==> src/rtl/y_ctrl_main_decode.sv <==
// rtl/y_ctrl_main_decode.sv - single-cycle MIPS main control decoder with sticky illegal-opcode flag
// Optional addi support: define Y_CTRL_ADDI_EN.
module y_ctrl_main_decode #(
    parameter int OPW = 6
) (
    input  logic           clk,
    input  logic           rst,
    input  logic           in_valid,
    input  logic [OPW-1:0] opCode,
    output logic           rtype,
    output logic           lw,
    output logic           sw,
    output logic           jump,
    output logic           branch,
    output logic           RegDst,
    output logic           ALUSrc,
    output logic           RegWrite,
    output logic           Mem2Reg,
    output logic           MemRead,
    output logic           MemWrite,
    output logic [1:0]     ALUop,
    output logic           illegal,
    output logic           illegal_seen
);

    localparam logic [OPW-1:0] OP_RTYPE  = 6'b000000;
    localparam logic [OPW-1:0] OP_LW     = 6'b100011;
    localparam logic [OPW-1:0] OP_SW     = 6'b101011;
    localparam logic [OPW-1:0] OP_JUMP   = 6'b000010;
    localparam logic [OPW-1:0] OP_BRANCH = 6'b000100;
`ifdef Y_CTRL_ADDI_EN
    localparam logic [OPW-1:0] OP_ADDI   = 6'b001000;
`endif

    logic w_rtype;
    logic w_lw;
    logic w_sw;
    logic w_jump;
    logic w_branch;
    logic w_addi;
    logic w_illegal;
    logic r_illegal_seen;

    // Any opcode not listed, including one carrying X/Z in simulation, falls to default.
    always_comb begin
        w_rtype   = 1'b0;
        w_lw      = 1'b0;
        w_sw      = 1'b0;
        w_jump    = 1'b0;
        w_branch  = 1'b0;
        w_addi    = 1'b0;
        w_illegal = 1'b0;
        case (opCode)
            OP_RTYPE:  w_rtype  = 1'b1;
            OP_LW:     w_lw     = 1'b1;
            OP_SW:     w_sw     = 1'b1;
            OP_JUMP:   w_jump   = 1'b1;
            OP_BRANCH: w_branch = 1'b1;
`ifdef Y_CTRL_ADDI_EN
            OP_ADDI:   w_addi   = 1'b1;
`endif
            default:   w_illegal = 1'b1;
        endcase
    end

    assign rtype   = w_rtype;
    assign lw      = w_lw;
    assign sw      = w_sw;
    assign jump    = w_jump;
    assign branch  = w_branch;
    assign illegal = w_illegal;

    assign RegDst  = w_rtype;
    assign ALUSrc  = w_lw | w_sw | w_addi;
    assign Mem2Reg = w_lw;
    assign ALUop   = {w_rtype, w_branch};

    // State-changing enables are suppressed while reset is held.
    assign RegWrite = (w_rtype | w_lw | w_addi) & ~rst;
    assign MemRead  = w_lw & ~rst;
    assign MemWrite = w_sw & ~rst;

    always_ff @(posedge clk) begin
        if (rst) begin
            r_illegal_seen <= 1'b0;
        end else if (in_valid && w_illegal) begin
            r_illegal_seen <= 1'b1;
        end
    end

    assign illegal_seen = r_illegal_seen;

endmodule

==> config.mk <==
export PLATFORM = sky130hd
export DESIGN_NAME = y_ctrl_main_decode
export DESIGN_NICKNAME = d
export VERILOG_FILES = /design/src/rtl/y_ctrl_main_decode.sv
export SDC_FILE = /design/constraint.sdc
export NUM_CORES = 1
export LEC_CHECK = 0
export ABC_AREA = 1
export BUFFER_PORTS_ARGS = -buffer_cell sky130_fd_sc_hd__buf_2
export CELL_PAD_IN_SITES_DETAIL_PLACEMENT = 0
export CELL_PAD_IN_SITES_GLOBAL_PLACEMENT = 1
export CORE_AREA = 2 2 40 42
export CTS_CLUSTER_SIZE = 14
export DETAILED_ROUTE_END_ITERATION = 10
export DIE_AREA = 0 0 42 44
export PLACE_DENSITY_LB_ADDON = 0.25
export SETUP_SLACK_MARGIN = 0.02
export SLEW_MARGIN = 40
export SYNTH_ARGS = -nofsm -noshare
export SYNTH_HDL_FRONTEND = slang
export SYNTH_SLANG_ARGS = --single-unit
==> constraint.sdc <==
create_clock -name clk -period 0.8 [get_ports clk]
set_clock_uncertainty 0.05 [all_clocks]
set_input_delay 0.04 -clock clk [delete_from_list [all_inputs] [get_ports clk]]
set_output_delay 0.04 -clock clk [all_outputs]
set_load 0.005 [all_outputs]
==> reports/qor.yml <==
status: "finished, final reports clean"
end_kind: "output port"
port_buffers: 23
cp.required_ps: 710
vias: 261
yosysTopAreaCell: "buf_4"
synth_flop_cell: "dfxtp_1"
yosysMostFrequentCell: "nor2_1"
syn_nets: 43
worst_pin_slew_ps: 173
highest_layer: "met3"
hold_viol_final: 0
row_count: 14
critPathKind: "primary input to output port"
instances_no_fill: 70
dp_cells: 70
gr-total-overflow: 0
syn_inst: 34
drv_slew: 0
start_kind: "primary input"
critPathMaxStageDelay_ps: 120
synth_common_cells: "nor2_1 (8), inv_1 (7), buf_4 (4)"
cp_cell_sequence: "buf_8 > inv_4 > nor2_4 > nand3b_4 > clkinv_4 > nand2_4 > a21oi_2 > buf_2"
max_cap_violations: 0
dr.pass1.iters: 1
ys_ff_latch: 1
period_needed_ps: 799
grt_pass1_vias: 245
grt_max_degree: 6
die_x_um: 42
hp-class: "primary input to register"
wl_met2_um: 335
synth_area_leaders: "buf_4 (15%), nor2_1 (15%), inv_1 (13%), dfxtp_1 (10%), nand3b_4 (10%)"
synthesis.area_sq_um: 200
vias_per_cell: 3.73
avgSynthCellArea_sq_um: 5.89
io_pins: 24
globalRouteTotalUtil: 0.0633
num_antenna_cells: 0
grt_pass1_wl_um: 986
ys_types: 15
die_area_sq_um: 1850
start_util: 0.141
crit_fanout: 5
die_y_um: 44
fin_nets: 65
finalSetupViolCount: 0
largest_register_ff_count: 1
p_per_area_nw_per_um2: 451
ys_async_sr_fraction: 0
relSlewSlack: 0.884
coreArea_sq_um: 1420
place_congestion: 0.715
drtAntennaViolNets: 0
wl_met1_um: 207
grt_antenna_before_repair: 0
power.total_w: 0.000166
grt_setup_unrepaired: "true"
synth_top_area_share: 0.150
drtIter0Drc: 0
critPathSlowestCell: "nand3b_4"
drive_above_1_share: 0.667
drcViolationCount: 0
clk_latency_ps: 0
area_growth_syn_to_layout_pct: 83.8
timing.fmax_mhz: 1250
arrival_ps: 710
clk_pin_slew_ps: 0
post-route-period-util: 0.999
ys_warn_count: 0
dpl.hpwl_um: 514
synth_edf_count: 0
routed_wl_um: 588
wl_met3_um: 46
synth_seq_area_share: 0.100
power.leakage_nw: 0.255
final_core_util: 0.259
peakVddDrop_v: 0.000102
wl_per_cell_um: 8.40
## stage by stage
step	setup WS [ps]	cell area, sq um	hold slack (ps)	TNS (ps)
after floorplan	123	200	48.1	0
after global placement	-37.0	313	217	-82.8
after detailed placement	-25.0	313	219	-55.7
after CTS	-2.31	345	219	-2.31
after global routing	-68.2	368	239	-308
final	0.786	368	230	0
## area by class of cell
class | instances | area, sq um
Fill cell | 168 | 1050
Tap cell | 16 | 20.0
Inverter | 9 | 41.3
Sequential cell | 1 | 20.0
Multi-Input combinational cell | 20 | 135
Timing Repair Buffer | 24 | 151
## where the power goes
part	internal [W]	switching [W]
clock	0	0
combinational	0.0000569	0.0000527
sequential	0.0000549	0.00000154
## metal layers
metal / vias up / track usage
met5: - / 0
met4: 0 / 0
met3: 0 / 0.00417
met2: 8 / 0.116
met1: 113 / 0.0866
li1: 140 / -
## worst max-delay path, delay by kind of cell
kind / cells / cell delay (ps)
buffers and inverters: 4 / 300
AND/OR/NAND/NOR: 3 / 280
AO/OA/AOI/OAI: 1 / 100
## cells in the final DEF, fill, tap and decap left out, types with 2 or more instances in the layout
cell type  count
nor2_2         4
nor2_1         4
nand2_1        2
buf_2         19
buf_6          3
nand3_1        2
inv_1          6
## worst paths after layout
check	slack [ps]	end	start	cells after the start
worst min register to register	390	illegal_seen	illegal_seen	2
worst max-delay path	0.8	RegWrite	opCode[5]	8
worst min-delay path	230	illegal_seen	rst	2
worst max register to register	220	illegal_seen	illegal_seen	2
## cell families (layout without fill, tap and decap cells)
kind of cell | count (synthesis) | after routing | share of synthesized area
buffers and inverters | 13 | 33 | 0.325
AOI/OAI and AO/OA | 2 | 2 | 0.0687
and+or+nand+nor | 18 | 18 | 0.506
DFF | 1 | 1 | 0.100
## repair_timing
| item | CTS | global route |
|---|---|---|
| gates resized for setup | 8 | 7 |
| pin swaps | 2 | 1 |
| buffers inserted | 0 | 0 |
| setup endpoints to repair | 6 | 12 |
| hold buffers | 0 | 0 |
Note: power is estimated with default switching activity, not from simulation.
